### src/rtl/usb_tx_serializer.sv
// USB low-level transmit serializer: one-byte buffer, SYNC, NRZI, EOP.
// Optional bit stuffing is compiled in when USB_TX_BIT_STUFF_EN is defined.
module usb_tx_serializer (
  input  logic       clk,
  input  logic       rst_n,
  input  logic       bit_en,
  input  logic [7:0] tx_to_data,
  input  logic       tx_to_sop,
  input  logic       tx_to_eop,
  input  logic       tx_to_valid,
  output logic       tx_to_ready,
  output logic       usb_dp,
  output logic       usb_dn,
  output logic       usb_oe,
  output logic       tx_busy,
  output logic       tx_underrun,
  output logic [2:0] dbg_state_o
);

  // Handshake: a byte transfers on any clk edge where tx_to_valid && tx_to_ready.
  typedef enum logic [2:0] {
    S_IDLE    = 3'd0,
    S_SYNC    = 3'd1,
    S_DATA    = 3'd2,
    S_EOP_SE0 = 3'd3,
    S_EOP_J   = 3'd4
  } state_e;

  state_e     state_q;
  logic       buf_full_q;
  logic [7:0] buf_data_q;
  logic       buf_sop_q;
  logic       buf_eop_q;
  logic [7:0] shift_q;
  logic       cur_eop_q;
  logic [2:0] bit_cnt_q;
  logic       line_j_q;
  logic       done_q;
  logic       dp_q;
  logic       dn_q;
  logic       oe_q;
  logic       underrun_q;

  logic       accept;
  logic       keep_byte;
  logic       start;
  logic       idle_drop;
  logic       sync_last;
  logic       byte_end;
  logic       load;
  logic       raw_bit;
  logic       line_d;
  logic       stuff_now;
  logic       stuff_after_last;

  always_comb begin
    accept    = tx_to_valid & ~buf_full_q;
    keep_byte = accept & ~((state_q == S_IDLE) & ~tx_to_sop);
    start     = (state_q == S_IDLE) &
                ((accept & tx_to_sop) | (buf_full_q & buf_sop_q));
    idle_drop = (state_q == S_IDLE) & buf_full_q & ~buf_sop_q;
    sync_last = (bit_cnt_q == 3'd7);
    byte_end  = bit_en & (state_q == S_DATA) & ~stuff_now & (bit_cnt_q == 3'd7);
    load      = bit_en & (((state_q == S_SYNC) & sync_last) |
                          (byte_end & ~cur_eop_q & buf_full_q));
    raw_bit   = 1'b1;
    case (state_q)
      S_SYNC:  raw_bit = sync_last;
      S_DATA:  raw_bit = stuff_now ? 1'b0 : shift_q[0];
      default: raw_bit = 1'b1;
    endcase
    // NRZI: a raw 0 flips J<->K, a raw 1 holds the current level.
    line_d = raw_bit ? line_j_q : ~line_j_q;
  end

`ifdef USB_TX_BIT_STUFF_EN
  logic [2:0] ones_q;
  logic [2:0] ones_inc;

  assign ones_inc         = shift_q[0] ? (ones_q + 3'd1) : 3'd0;
  assign stuff_now        = (ones_q == 3'd6);
  assign stuff_after_last = (ones_inc == 3'd6);

  // Runs are counted over data bits only; the SYNC pattern never stuffs.
  always_ff @(posedge clk) begin
    if (!rst_n) begin
      ones_q <= 3'd0;
    end else if (start || (bit_en && (state_q == S_SYNC))) begin
      ones_q <= 3'd0;
    end else if (bit_en && (state_q == S_DATA)) begin
      ones_q <= stuff_now ? 3'd0 : ones_inc;
    end
  end
`else
  assign stuff_now        = 1'b0;
  assign stuff_after_last = 1'b0;
`endif

  always_ff @(posedge clk) begin
    if (!rst_n) begin
      buf_full_q <= 1'b0;
      buf_data_q <= 8'h00;
      buf_sop_q  <= 1'b0;
      buf_eop_q  <= 1'b0;
    end else if (keep_byte) begin
      buf_full_q <= 1'b1;
      buf_data_q <= tx_to_data;
      buf_sop_q  <= tx_to_sop;
      buf_eop_q  <= tx_to_eop;
    end else if (load || idle_drop) begin
      buf_full_q <= 1'b0;
    end
  end

  always_ff @(posedge clk) begin
    if (!rst_n) begin
      state_q    <= S_IDLE;
      shift_q    <= 8'h00;
      cur_eop_q  <= 1'b0;
      bit_cnt_q  <= 3'd0;
      line_j_q   <= 1'b1;
      done_q     <= 1'b0;
      dp_q       <= 1'b1;
      dn_q       <= 1'b0;
      oe_q       <= 1'b0;
      underrun_q <= 1'b0;
    end else begin
      underrun_q <= 1'b0;
      case (state_q)
        S_IDLE: begin
          if (bit_en) begin
            dp_q <= 1'b1;
            dn_q <= 1'b0;
            oe_q <= 1'b0;
          end
          if (start) begin
            state_q   <= S_SYNC;
            bit_cnt_q <= 3'd0;
            line_j_q  <= 1'b1;
          end
        end

        S_SYNC: begin
          if (bit_en) begin
            line_j_q  <= line_d;
            dp_q      <= line_d;
            dn_q      <= ~line_d;
            oe_q      <= 1'b1;
            bit_cnt_q <= bit_cnt_q + 3'd1;
            if (sync_last) begin
              state_q   <= S_DATA;
              shift_q   <= buf_data_q;
              cur_eop_q <= buf_eop_q;
              done_q    <= 1'b0;
            end
          end
        end

        S_DATA: begin
          if (bit_en) begin
            line_j_q <= line_d;
            dp_q     <= line_d;
            dn_q     <= ~line_d;
            oe_q     <= 1'b1;
            if (stuff_now) begin
              // Stuffed zero: no data bit consumed; may be the tail of the packet.
              if (done_q) begin
                state_q   <= S_EOP_SE0;
                bit_cnt_q <= 3'd0;
              end
            end else begin
              shift_q   <= {1'b0, shift_q[7:1]};
              bit_cnt_q <= bit_cnt_q + 3'd1;
              if (byte_end) begin
                if (cur_eop_q) begin
                  if (stuff_after_last) begin
                    done_q <= 1'b1;
                  end else begin
                    state_q   <= S_EOP_SE0;
                    bit_cnt_q <= 3'd0;
                  end
                end else if (buf_full_q) begin
                  shift_q   <= buf_data_q;
                  cur_eop_q <= buf_eop_q;
                end else begin
                  underrun_q <= 1'b1;
                  state_q    <= S_EOP_SE0;
                  bit_cnt_q  <= 3'd0;
                end
              end
            end
          end
        end

        S_EOP_SE0: begin
          if (bit_en) begin
            dp_q      <= 1'b0;
            dn_q      <= 1'b0;
            oe_q      <= 1'b1;
            bit_cnt_q <= bit_cnt_q + 3'd1;
            if (bit_cnt_q == 3'd1) begin
              state_q <= S_EOP_J;
            end
          end
        end

        S_EOP_J: begin
          if (bit_en) begin
            dp_q     <= 1'b1;
            dn_q     <= 1'b0;
            oe_q     <= 1'b1;
            line_j_q <= 1'b1;
            state_q  <= S_IDLE;
          end
        end

        default: begin
          state_q <= S_IDLE;
        end
      endcase
    end
  end

  assign tx_to_ready = ~buf_full_q;
  assign usb_dp      = dp_q;
  assign usb_dn      = dn_q;
  assign usb_oe      = oe_q;
  assign tx_busy     = (state_q != S_IDLE);
  assign tx_underrun = underrun_q;
  assign dbg_state_o = state_q;

endmodule

### config.mk
export PLATFORM = sky130hd
export DESIGN_NAME = usb_tx_serializer
export DESIGN_NICKNAME = d
export VERILOG_FILES = /design/src/rtl/usb_tx_serializer.sv
export SDC_FILE = /design/constraint.sdc
export NUM_CORES = 1
export LEC_CHECK = 0
export CAP_MARGIN = 20
export CELL_PAD_IN_SITES_DETAIL_PLACEMENT = 0
export CELL_PAD_IN_SITES_GLOBAL_PLACEMENT = 1
export CORE_MARGIN = 2
export CORE_UTILIZATION = 44
export DETAILED_ROUTE_END_ITERATION = 8
export GPL_ROUTABILITY_DRIVEN = 0
export PLACE_DENSITY = 0.85
export SETUP_SLACK_MARGIN = 0.2
export SLEW_MARGIN = 20
export SYNTH_ARGS = -nofsm -noshare
export SYNTH_HDL_FRONTEND = slang
export SYNTH_SLANG_ARGS = --single-unit
### constraint.sdc
create_clock -name clk -period 3.63 [get_ports clk]
set_clock_uncertainty 0.05 [all_clocks]
set_input_delay 0.726 -clock clk [delete_from_list [all_inputs] [get_ports clk]]
set_output_delay 0.726 -clock clk [all_outputs]
set_load 0.05 [all_outputs]
---- After elaboration in Yosys (flattened, before gate mapping) ----
Index checks and enable logic that the tools add are counted.
word-level totals
  register bits ........................... 31
  latch bits .............................. 0
  bits in writable memories ............... 0
  bits in read-only memories .............. 0
  input bits .............................. 14
  output and inout port bits .............. 9
  logic and storage cells ................. 132
  memories ................................ 0
operators by class
  $add $sub $neg .......................... 1
  multipliers ............................. 0
  divide/modulo/power cells ............... 0
  $lt $le $gt $ge ......................... 0
  eq/ne operators ......................... 21
  shift operators ......................... 0
  mux-type cells .......................... 46
  bitwise operators ....................... 27
  reduce and logical (&&, ||, !) cells .... 24
operator list
  kind                                                                      number
  3-bit two-way mux                                                         16
  8-bit two-way mux                                                         6
  2-bit inequality test (second input constant)                             9
  8-bit case mux with 2 select lines                                        1
  4-bit AND reduction                                                       4
  1-bit two-way mux                                                         15
  3-bit case mux with 5 select lines                                        1
  1-bit bitwise AND                                                         14
  3-bit nonzero test                                                        4
  1-bit inverter                                                            11
  2-bit by 1-bit inequality test with 1-bit output (second input constant)  5
  3-bit case mux with 3 select lines                                        1
  9-bit AND reduction                                                       1
  1-bit case mux with 2 select lines                                        4
  2-bit nonzero test                                                        4
  3-bit by 1-bit == test with 1-bit output (second input constant)          2
  3-bit by 2-bit == test with 1-bit output (second input constant)          2
  3-bit == test (second input constant)                                     2
  1-bit case mux with 3 select lines                                        2
  3-bit AND reduction                                                       2
  2-bit OR reduction                                                        3
  5-bit AND reduction                                                       1
  5-bit OR reduction                                                        1
  4-bit OR reduction                                                        1
  6 further kinds                                                           7

---- Longest topological paths before layout ----
Gate-level depths: netlist (run 1).
  depth in word-level cells ............... 10
  gate-level depth with buffers ........... 8
  mapped depth without buffers ............ 6

---- Worst setup path after synthesis (run 1) ----
Ideal clock, no wire load.
  path kind ............................... reg-to-output
  from .................................... register state_q[2], in the netlist dbg_state_o[2]
  to ...................................... output tx_busy
  arrival time ............................ 1157 ps
  data required time ...................... 2854 ps
  path slack .............................. 1697 ps
  cell stages (with the launch flop) ...... 3
  buffers on the path ..................... 0
  path through ............................ dfxtp_1 nor3_2 inv_2
on the way
  word-level cells in the longest chain between the ends .. 1
ends and longest elaborated chain
  element                   line  RTL
  start: declaration        29    state_e state_q;
  start signal: assignment  117   state_q <= S_IDLE;
  start signal: assignment  137   state_q <= S_SYNC;
  start signal: assignment  151   state_q <= S_DATA;
  3-bit nonzero test        228   assign tx_busy = (state_q != S_IDLE);
  end: declaration          15    output logic tx_busy,
Every way passes these cells.

---- Final worst setup path (run 1) ----
Ends and elaborated chain as after synthesis.

==> impl_summary.txt, run 1 <==
----------------------------------------------------
[Detailed routing]
  Total via count after detailed routing ... 1,370
  Total wirelength of the detailed-routed design ... 3.47 mm
  Number of search-and-repair iterations in the first detailed-routing pass ... 4
  Routed wirelength normalized by instance count ... 13.8 um
  Via count normalized by instance count ... 5.44
  Remaining antenna violation count ... 0
  Residual DRC count ... 0
  Violation count after the first detailed-route iteration ... 108

[Final layout]
  Layout cells sized above 1 ... 0.113
  Post-layout nets ... 220
  Number of diodes added for antenna fixing ... 0
  Most common library cell in the layout ignoring fill and taps ... sky130_fd_sc_hd__dfxtp_1
  Area overhead of the layout relative to synthesis ... 20.9%
  Commonest cells after routing, fill and taps aside ... sky130_fd_sc_hd__dfxtp_1 (31), sky130_fd_sc_hd__clkdlybuf4s50_1 (22), sky130_fd_sc_hd__mux2i_1 (20), sky130_fd_sc_hd__nand2_1 (16), sky130_fd_sc_hd__nor2b_1 (14)

[Status]
  Run status ... finished, final reports clean

[Clock network]
  H-tree depth ... 2
  Register clock-pin slew on the reported worst setup and hold paths ... 0.07 ns
  Count of buffers added by post-CTS timing repair for setup ... 0
  Number of clock buffers inserted by TritonCTS ... 5
  Insertion delay of the later-clocked pin in the worst-skew pair ... 0.29 ns
  Library cell used as clock root buffer ... sky130_fd_sc_hd__clkbuf_8
  Number of sinks driven by the clock tree ... 31
  Number of gates given a new drive strength after cts ... 0
  Maximum clock path buffer count ... 2
  CTS tree ... built
  Hold buffers post-CTS ... 0

[STA]
  Sum of negative setup slack ... 0 ns
  Relative slew slack ... 0.569
  Slew of the pin with the lowest slew margin ... between 0.6 and 0.7 ns
  Post-route fraction of the period consumed by the critical path ... 0.792
  Max-slew violation total from the final report ... 0
  Worst Setup Slack, final ... 0.754 ns
  Total of endpoints with negative setup slack in the final report ... 0
  Hold violation total from the final report ... 0
  Maximum clock rate ... around 350 MHz
  Minimum clock period ... about 2.9 ns
  RSZ-0062 raised after global routing ... no

[Global routing]
  Vias in the first global route ... 1,274
  Antenna violations before repair ... 0
  First-pass GRT wire length ... 5.87 mm
  Maximum number of pins on one net before global-route repair ... 18
  Global-route usage over all layers ... 0.179
  Grt total ovfl ... 0

[Worst setup path]
  Cell type group with the largest total delay on the critical path ... buffers and inverters
  Max FO, Critical Path ... 17
  Critical path startpoint category ... register
  Reg2Reg Launch Point ... bit_cnt_q[0]$_SDFFE_PN0P_
  Worst setup startpoint ... dbg_state_o[2]$_SDFFE_PN0P_
  Classification of the worst setup path ... reg -> out
  Peak per-stage delay on the critical path ... roughly 0.79 ns
  Required time reported for the critical path endpoint ... 2.85 ns
  Cell-by-cell trace of the critical path ... nor3_2 > inv_2 > clkdlybuf4s50_1
  CP Data Arrival Time ... 2.10 ns
  Number of buffer and inverter stages on the critical path ... 2
  Slowest CP cell ... sky130_fd_sc_hd__clkdlybuf4s50_1
  Kind of end point of the critical path ... output pin

[Yosys]
  Synthesized netlist cell count ... 181
  Post-synthesis async set-or-reset flop share ... 0
  Top flip-flop cell by instance count after synthesis ... sky130_fd_sc_hd__dfxtp_1
  Syn Area/Cell ... 9.25 um^2
  Count of flip-flops with a built-in enable after synthesis ... 0
  Syn. warnings ... 0
  Post-synthesis sequential element count ... 31
  Area of the mapped netlist ... ~1700 um^2
  Net count after synthesis ... 198
  Register area share after synthesis ... 0.371
  Count of cell types in the netlist ... 45

[Hold path]
  Class of the tightest hold or removal check ... reg -> reg
  Launch instance of the worst min-delay path ... usb_dn$_SDFFE_PN0P_

[Floorplanning]
  Floorplan die height ... 65.7 um
  Number of I/O pins ... 23
  Die outline area ... about 4300 um^2
  Row Count ... 22
  Die X ... 65.7 um
  Initial core utilization ... 0.457
  Std-Cell Core Area ... 3660 um^2

[Placed design]
  Placement-stage worst setup slack ... around 0.94 ns
  Detailed placement HPWL ... 2.50 mm
  Count of buffers from port buffering ... 22

[Run]
  Maxcap violations ... 0

[Power]
  Leakage power ... 0.825 nW
  Power density over the cells ... 430 nW/um^2
  Peak ir drop on the vdd network ... approximately 270 uV

----------------------------------------------------
[final timing paths]
| check | endpoint | slack, ns | cells after the start |
|---|---|---|---|
| max reg2reg | shift_q[6]$_SDFFE_PN0P_ | 1.45 | 6 |
| min | usb_dn$_SDFFE_PN0P_ | 0.41 | 2 |
| min reg2reg | usb_dn$_SDFFE_PN0P_ | 0.41 | 2 |
| max | tx_busy | 0.75 | 3 |
[synth_stat cells (3+ instances only)]
master	instances	area, um^2
sky130_fd_sc_hd__dfxtp_1	31	621
sky130_fd_sc_hd__inv_1	6	22.5
sky130_fd_sc_hd__o21ai_1	5	25.0
sky130_fd_sc_hd__o21ai_0	7	35.0
sky130_fd_sc_hd__o22ai_1	5	31.3
sky130_fd_sc_hd__a31oi_1	3	18.8
sky130_fd_sc_hd__nor2b_1	14	87.6
sky130_fd_sc_hd__nand2b_1	6	37.5
sky130_fd_sc_hd__nand3_1	3	15.0
sky130_fd_sc_hd__mux2i_1	20	200
sky130_fd_sc_hd__a21oi_1	12	60.1
sky130_fd_sc_hd__nor2_1	7	26.3
sky130_fd_sc_hd__nand2_1	16	60.1
sky130_fd_sc_hd__buf_4	4	30.0
sky130_fd_sc_hd__ha_1	3	37.5
[routing by layer]
metal,track usage,up-vias,part of all wire
li1,-,689,-
met1,0.215,646,0.45
met2,0.289,25,0.48
met3,0.0548,10,0.040
met4,0.0885,0,0.028
met5,0,-,0
[cells by family (layout without fill, tap and decap cells)]
family	Yosys count	after routing	share of synthesized area
and+or+nand+nor	60	60	0.212
AOI/OAI and AO/OA	49	49	0.212
buffers and inverters	17	40	0.0575
adders and majority gates	3	3	0.0224
xor gates and xnor gates	1	1	0.00523
DFF	31	31	0.371
muxes	20	20	0.120
[flip-flops by register name, indices dropped and copies added (netlist names), 3 cells and up]
| signal | count |
|---|---|
| buf_data_q | 8 |
| shift_q | 8 |
| bit_cnt_q | 3 |
| dbg_state_o | 3 |
[worst min-delay path, delay by kind of cell (launching register included)]
family          cells  cell delay, ns
compound gates      1            0.05
flops               1            0.31
simple gates        1            0.05
[power by group]
group | switching (mW) | internal [mW] | leakage (nW)
logic | 0.0811 | 0.0680 | 0.512
clock network | 0.132 | 0.222 | 0.0612
registers | 0.0134 | 0.355 | 0.252
total | 0.227 | 0.645 | 0.825
[metrics by stage]
stage	total power [mW]	instances	hold slack, ns	utilization	instance area [um^2]
floorplan	0.480	181	0.394	-	1670
global placement	0.522	244	0.391	0.521	1910
detailed placement	0.525	244	0.406	0.521	1910
CTS	0.880	252	0.416	0.553	2020
global route	0.909	252	0.441	0.553	2020
finish	0.871	252	0.407	0.553	2020
[area by class of cell]
cell class / instances / area, um^2
fillers: 354 / 1640
multi-input cells: 133 / 957
flip-flops and latches: 31 / 621
repair buffers: 25 / 243
clock buffers: 6 / 82.6
well taps: 48 / 60.1
clock inverters: 2 / 35.0
inverters: 7 / 26.3
(Power assumes the default switching activity.)
==> run 2, diff against run 1 <==
- CORE_UTILIZATION: 44 -> 41
- PLACE_DENSITY: 0.85 -> 0.8
- clock period: 3.63 -> 2.8 ns (I/O delays scaled with it)
==> run 2 against run 1 <==
Compared with the run above: critical path depth did not move; sequential power rose by 29%; global-route usage fell by 1.1 points; largest power group unchanged; worst setup slack got worse by 0.37 ns; total power rose by 21%; routed wire length fell by 0.87%.
==> impl_summary.txt, run 2 (same netlist as run 1, synthesis figures left out) <==
----------------------------------------------------
[Clock network]
  Count of buffers added by post-CTS timing repair for setup ... 0 (unchanged)
  Number of gates given a new drive strength after cts ... 0 (unchanged)
  Maximum clock path buffer count ... 2 (unchanged)
  Register clock-pin slew on the reported worst setup and hold paths ... 0.06 ns (about the same)
  Number of sinks driven by the clock tree ... 31 (unchanged)
  CTS tree ... built
  Library cell used as clock root buffer ... sky130_fd_sc_hd__clkbuf_8
  Hold buffers post-CTS ... 0 (unchanged)
  H-tree depth ... 2 (unchanged)
  Number of clock buffers inserted by TritonCTS ... 5 (unchanged)
  Insertion delay of the later-clocked pin in the worst-skew pair ... 0.27 ns (-0.02 ns)

[Final layout]
  Fraction of the core area covered by cells at the end of the flow ... 0.513 (-0.0401)
  Post-layout nets ... 223 (+1.4%)
  Commonest cells after routing, fill and taps aside ... sky130_fd_sc_hd__dfxtp_1 (30), sky130_fd_sc_hd__clkdlybuf4s50_1 (22), sky130_fd_sc_hd__mux2i_1 (20), sky130_fd_sc_hd__nand2_1 (16), sky130_fd_sc_hd__nor2b_1 (14)
  Most common library cell in the layout ignoring fill and taps ... sky130_fd_sc_hd__dfxtp_1
  Biggest regs ... buf_data_q x8, shift_q x8
  Layout cells sized above 1 ... 0.130 (+0.0177)
  Final Instance Count excl. Fillers ... 257 (+2.0%)
  Final Instance Area ... 2040 um^2 (+0.62%)
  Fill cell instance count of the final layout ... 356 (+0.56%)
  Number of diodes added for antenna fixing ... 0 (unchanged)
  Area overhead of the layout relative to synthesis ... 21.7%

[Worst setup path]
  Max FO, Critical Path ... 6 (-11)
  CP Data Arrival Time ... 1.81 ns (-0.29 ns)
  Classification of the worst setup path ... reg -> out
  Required time reported for the critical path endpoint ... 2.19 ns (-0.66 ns)
  Kind of end point of the critical path ... output pin
  Critical path startpoint category ... register

[Placed design]
  Area post-placement ... 1930 um^2 (+1.3%)
  Detailed placement HPWL ... 2.52 mm (+0.72%)
  Cell total after placement ... 249 (+2.0%)
  Placement-stage worst setup slack ... 0.547 ns (-0.391 ns)
  Count of buffers from port buffering ... 22 (unchanged)

[Detailed routing]
  Number of search-and-repair iterations in the first detailed-routing pass ... 4 (unchanged)
  Via count normalized by instance count ... 5.19 (-4.5%)
  Routed wirelength normalized by instance count ... 13.4 um (-2.8%)
  Total via count after detailed routing ... 1,335 (-2.6%)
  Residual DRC count ... 0 (unchanged)
  Remaining antenna violation count ... 0 (unchanged)
  Violation count after the first detailed-route iteration ... 106 (-1.9%)
  Total wirelength of the detailed-routed design ... 3.44 mm (-0.87%)

[Power]
  Peak ir drop on the vdd network ... 270 uV (about the same)
  Power Total ... 1.06 mW (+21%)
  Power density over the cells ... 519 nW/um^2 (+21%)
  Leakage power ... 0.830 nW (+0.59%)

[Floorplanning]
  Die outline area ... 4610 um^2 (+6.9%)
  Initial core utilization ... 0.422 (-0.0357)
  Die X ... 67.9 um (+3.4%)
  Std-Cell Core Area ... 3970 um^2 (+8.5%)
  Number of I/O pins ... 23 (unchanged)
  Floorplan die height ... 67.9 um (+3.4%)
  Row Count ... 23 (+4.5%)

[STA]
  Sum of negative setup slack ... 0 ns (unchanged)
  Total of endpoints with negative setup slack in the final report ... 0 (unchanged)
  Post-route fraction of the period consumed by the critical path ... 0.863
  Maximum clock rate ... 414 MHz
  Hold violation total from the final report ... 0 (unchanged)
  Slew of the pin with the lowest slew margin ... 0.518 ns (-0.127 ns)
  Max-slew violation total from the final report ... 0 (unchanged)
  Worst Setup Slack, final ... 0.383 ns (-0.371 ns)
  Worst hold-check slack ... 0.427 ns (+0.0203 ns)
  Relative slew slack ... 0.654 (+0.0844)
  Minimum clock period ... 2.42 ns
  RSZ-0062 raised after global routing ... no

[Global routing]
  Grt total ovfl ... 0 (unchanged)
  Maximum number of pins on one net before global-route repair ... 19 (+1)
  First-pass GRT wire length ... 5.87 mm (unchanged)
  Vias in the first global route ... 1,286 (+0.94%)
  Antenna violations before repair ... 0 (unchanged)
  Global-route usage over all layers ... 0.168 (-0.0110)

[Hold path]
  Class of the tightest hold or removal check ... reg -> reg

[Run]
  Maxcap violations ... 0 (unchanged)

[Status]
  Run status ... finished, final reports clean

----------------------------------------------------
[run 2: final cells by class]
type,count,area [um^2],share of cell area
inverter,7,26.3,0.0129
clock buffer,7,96.3,0.0473
tap,50,62.6,0.0307
multi-input combinational,133,957,0.470
timing repair buffer,28,265,0.130
clock inverter,1,7.51,0.00369
sequential,31,622,0.305
[run 2: final timing paths]
| check | startpoint | to | slack [ns] | cells after the start |
|---|---|---|---|---|
| setup / recovery | dbg_state_o[2]$_SDFFE_PN0P_ | tx_busy | 0.38 | 3 |
| hold / removal | usb_dn$_SDFFE_PN0P_ | usb_dn$_SDFFE_PN0P_ | 0.43 | 2 |
| hold reg to reg | usb_dn$_SDFFE_PN0P_ | usb_dn$_SDFFE_PN0P_ | 0.43 | 2 |
| setup reg to reg | bit_cnt_q[0]$_SDFFE_PN0P_ | shift_q[2]$_SDFFE_PN0P_ | 0.67 | 6 |
[run 2: metal layers]
layer	vias to the layer above	track usage	part of all wire
li1	692	-	-
met1	614	0.212	0.47
met2	25	0.278	0.48
met3	4	0.0345	0.031
met4	0	0.0725	0.0093
met5	-	0	0
[run 2: worst max-delay path, cell delays in order, from the launching register on]
cell                              delay [ns]
sky130_fd_sc_hd__dfxtp_1                0.35
sky130_fd_sc_hd__nor3_2                 0.41
sky130_fd_sc_hd__inv_2                  0.06
sky130_fd_sc_hd__clkdlybuf4s50_1        0.71
[run 2: power breakdown]
part	switching (mW)	internal [mW]
Clock	0.163	0.223
Sequential	0.0129	0.460
Combinational	0.108	0.0905
==> run 3, diff against run 2 <==
- PLACE_DENSITY: 0.8 -> 0.75
==> run 3 against run 2 <==
Compared with the run above: sequential share of layout area decreased by 0.32 points; maximum frequency increased by 2.6%; total power increased by 7.9%; clock-buffer cell count decreased by 1; clock power increased by 20%; worst setup slack improved by 0.061 ns; hold slack got worse by 0.015 ns; combinational power increased by 4%; largest power group unchanged.
==> impl_summary.txt, run 3 (same netlist as run 1, synthesis figures left out) <==
----------------------------------------------------
[STA]
  Worst Setup Slack, final ... 0.444 ns (+0.0610 ns)
  RSZ-0062 raised after global routing ... no
  Sum of negative setup slack ... 0 ns (unchanged)
  Total of endpoints with negative setup slack in the final report ... 0 (unchanged)
  Post-route fraction of the period consumed by the critical path ... 0.841 (-0.0218)
  Slew of the pin with the lowest slew margin ... 0.557 ns (+0.0393 ns)
  Max-slew violation total from the final report ... 0 (unchanged)
  Minimum clock period ... 2.36 ns (-0.0610 ns)
  Hold violation total from the final report ... 0 (unchanged)
  Relative slew slack ... 0.628 (-0.0263)
  Maximum clock rate ... 424 MHz (+2.6%)

[Power]
  Portion of total power attributed to sequential cells ... 0.416 (-0.031)
  Power Total ... 1.14 mW (+7.9%)
  Power density over the cells ... 554 nW/um^2 (+6.8%)
  Switch Pwr ... 301 uW (+6.2%)
  Switching share of power ... 0.264 (-0.00434)
  Leakage power ... 0.845 nW (+1.8%)
  Clk pwr share ... 0.405 (+0.040)
  Comb power frac ... 0.179 (-0.009)
  Peak ir drop on the vdd network ... 235 uV (-13%)
  Internal power consumption ... 840 uW (+8.6%)

[Global routing]
  Grt total ovfl ... 0 (unchanged)
  Global-route usage over all layers ... 0.181 (+0.0124)
  Antenna violations before repair ... 0 (unchanged)
  Vias in the first global route ... 1,340 (+4.2%)
  Maximum number of pins on one net before global-route repair ... 18 (-1)
  First-pass GRT wire length ... 6.20 mm (+5.5%)

[Worst setup path]
  Required time reported for the critical path endpoint ... 2.19 ns (about the same)
  Classification of the worst setup path ... reg -> out
  CP Data Arrival Time ... 1.75 ns (-0.06 ns)
  Peak per-stage delay on the critical path ... 0.79 ns (+0.08 ns)
  Cell-by-cell trace of the critical path ... nor3_2 > inv_2 > clkdlybuf4s50_1
  Slowest CP cell ... sky130_fd_sc_hd__clkdlybuf4s50_1
  Kind of end point of the critical path ... output pin
  Max FO, Critical Path ... 15 (+9)
  Critical path startpoint category ... register

[Detailed routing]
  Residual DRC count ... 0 (unchanged)
  Total via count after detailed routing ... 1,378 (+3.2%)
  Remaining antenna violation count ... 0 (unchanged)
  Total wirelength of the detailed-routed design ... 3.62 mm (+5.4%)
  Violation count after the first detailed-route iteration ... 95 (-10%)
  Via count normalized by instance count ... 5.34 (+2.8%)
  Number of search-and-repair iterations in the first detailed-routing pass ... 4 (unchanged)
  Routed wirelength normalized by instance count ... 14.0 um (+4.9%)

[Placed design]
  Placement-stage worst setup slack ... 0.472 ns (-0.0744 ns)
  Detailed placement HPWL ... 2.67 mm (+5.7%)
  Count of buffers from port buffering ... 22 (unchanged)

[Clock network]
  Register clock-pin slew on the reported worst setup and hold paths ... 0.07 ns (about the same)
  CTS tree ... built
  H-tree depth ... 2 (unchanged)
  Number of sinks driven by the clock tree ... 31 (unchanged)
  Library cell used as clock root buffer ... sky130_fd_sc_hd__clkbuf_8
  Hold buffers post-CTS ... 0 (unchanged)
  Maximum clock path buffer count ... 2 (unchanged)
  Number of clock buffers inserted by TritonCTS ... 5 (unchanged)
  Count of buffers added by post-CTS timing repair for setup ... 0 (unchanged)
  Insertion delay of the later-clocked pin in the worst-skew pair ... 0.29 ns (+0.02 ns)

[Final layout]
  Number of diodes added for antenna fixing ... 0 (unchanged)
  Biggest regs ... buf_data_q x8, shift_q x8
  Commonest cells after routing, fill and taps aside ... sky130_fd_sc_hd__dfxtp_1 (30), sky130_fd_sc_hd__clkdlybuf4s50_1 (22), sky130_fd_sc_hd__mux2i_1 (20), sky130_fd_sc_hd__nand2_1 (16), sky130_fd_sc_hd__nor2b_1 (14)
  Fill cell instance count of the final layout ... 366 (+2.8%)
  Area used by sequential logic in the layout ... 622 um^2 (unchanged)
  Area overhead of the layout relative to synthesis ... 22.9%
  Most common library cell in the layout ignoring fill and taps ... sky130_fd_sc_hd__dfxtp_1
  Post-layout nets ... 224 (+0.45%)
  Total area of multi-input combinational cells ... 957 um^2 (unchanged)
  Layout cells sized above 1 ... 0.135 (+0.00418)

[Floorplanning]
  Die outline area ... 4610 um^2 (unchanged)
  Die X ... 67.9 um (unchanged)
  Number of I/O pins ... 23 (unchanged)
  Std-Cell Core Area ... 3970 um^2 (unchanged)
  Initial core utilization ... 0.422 (unchanged)
  Row Count ... 23 (unchanged)
  Floorplan die height ... 67.9 um (unchanged)

[Run]
  Maxcap violations ... 0 (unchanged)

[Status]
  Run status ... finished, final reports clean

[Hold path]
  Class of the tightest hold or removal check ... reg -> reg

----------------------------------------------------
==> run 3: changes by cell type in the layout (fill, tap and decap cells not counted) <==
cell / delta
sky130_fd_sc_hd__buf_4: +1
sky130_fd_sc_hd__bufinv_16: +1
sky130_fd_sc_hd__clkbuf_8: -1
sky130_fd_sc_hd__clkinv_2: +1
sky130_fd_sc_hd__clkinvlp_4: -1
==> run 3: cell type report <==
type | instances | share of cell area
well taps | 50 | 0.0304
clock inverters | 2 | 0.0170
flip-flops and latches | 31 | 0.302
multi-input cells | 133 | 0.465
clock buffers | 6 | 0.0401
repair buffers | 29 | 0.133
inverters | 7 | 0.0128
==> run 3: routing by layer <==
layer  GRT usage  vias to the layer above  routed length, um
met3      0.0510                        5                163
met1       0.230                      645               1700
met5           0                        -                  0
met4      0.0625                        0                 51
met2       0.293                       34               1710
li1            -                      694                  -
==> run 3: critical path: cells and delay by family, from the launching register on <==
kind | cells | cell delay [ns]
flops | 1 | 0.49
simple gates | 1 | 0.10
buf+inv | 2 | 0.86
==> run 3: power groups by stage <==
stage,sequential [mW],clock [mW],combinational (mW)
6_report,0.474,0.462,0.205
4_1_cts,0.474,0.473,0.205
5_1_grt,0.477,0.491,0.223
2_1_floorplan,0.499,0,0.124
3_5_place_dp,0.484,0,0.205
3_3_place_gp,0.483,0,0.200
==> run 3: metrics by stage <==
stage	area (um^2)	hold WS [ns]	std cells	utilization
floorplan	1670	0.394	181	-
global placement	1940	0.392	250	0.488
detailed placement	1940	0.409	250	0.488
CTS	2060	0.419	258	0.518
global route	2060	0.444	258	0.518
finish	2060	0.412	258	0.518
==> run 3: final timing paths <==
path	to	depth (start not counted)	slack, ns	from
worst max register to register	shift_q[5]$_SDFFE_PN0P_	6	0.68	bit_cnt_q[0]$_SDFFE_PN0P_
worst min-delay path	usb_dn$_SDFFE_PN0P_	2	0.41	usb_dn$_SDFFE_PN0P_
worst max-delay path	tx_busy	3	0.44	dbg_state_o[1]$_SDFFE_PN0P_
worst min register to register	usb_dn$_SDFFE_PN0P_	2	0.41	usb_dn$_SDFFE_PN0P_
==> run 3: repair_timing <==
| action | CTS | global route |
|---|---|---|
| endpoints found under the hold margin | 0 | 0 |
| setup endpoints to repair | 0 | 1 |
| gates resized for setup | 0 | 1 |
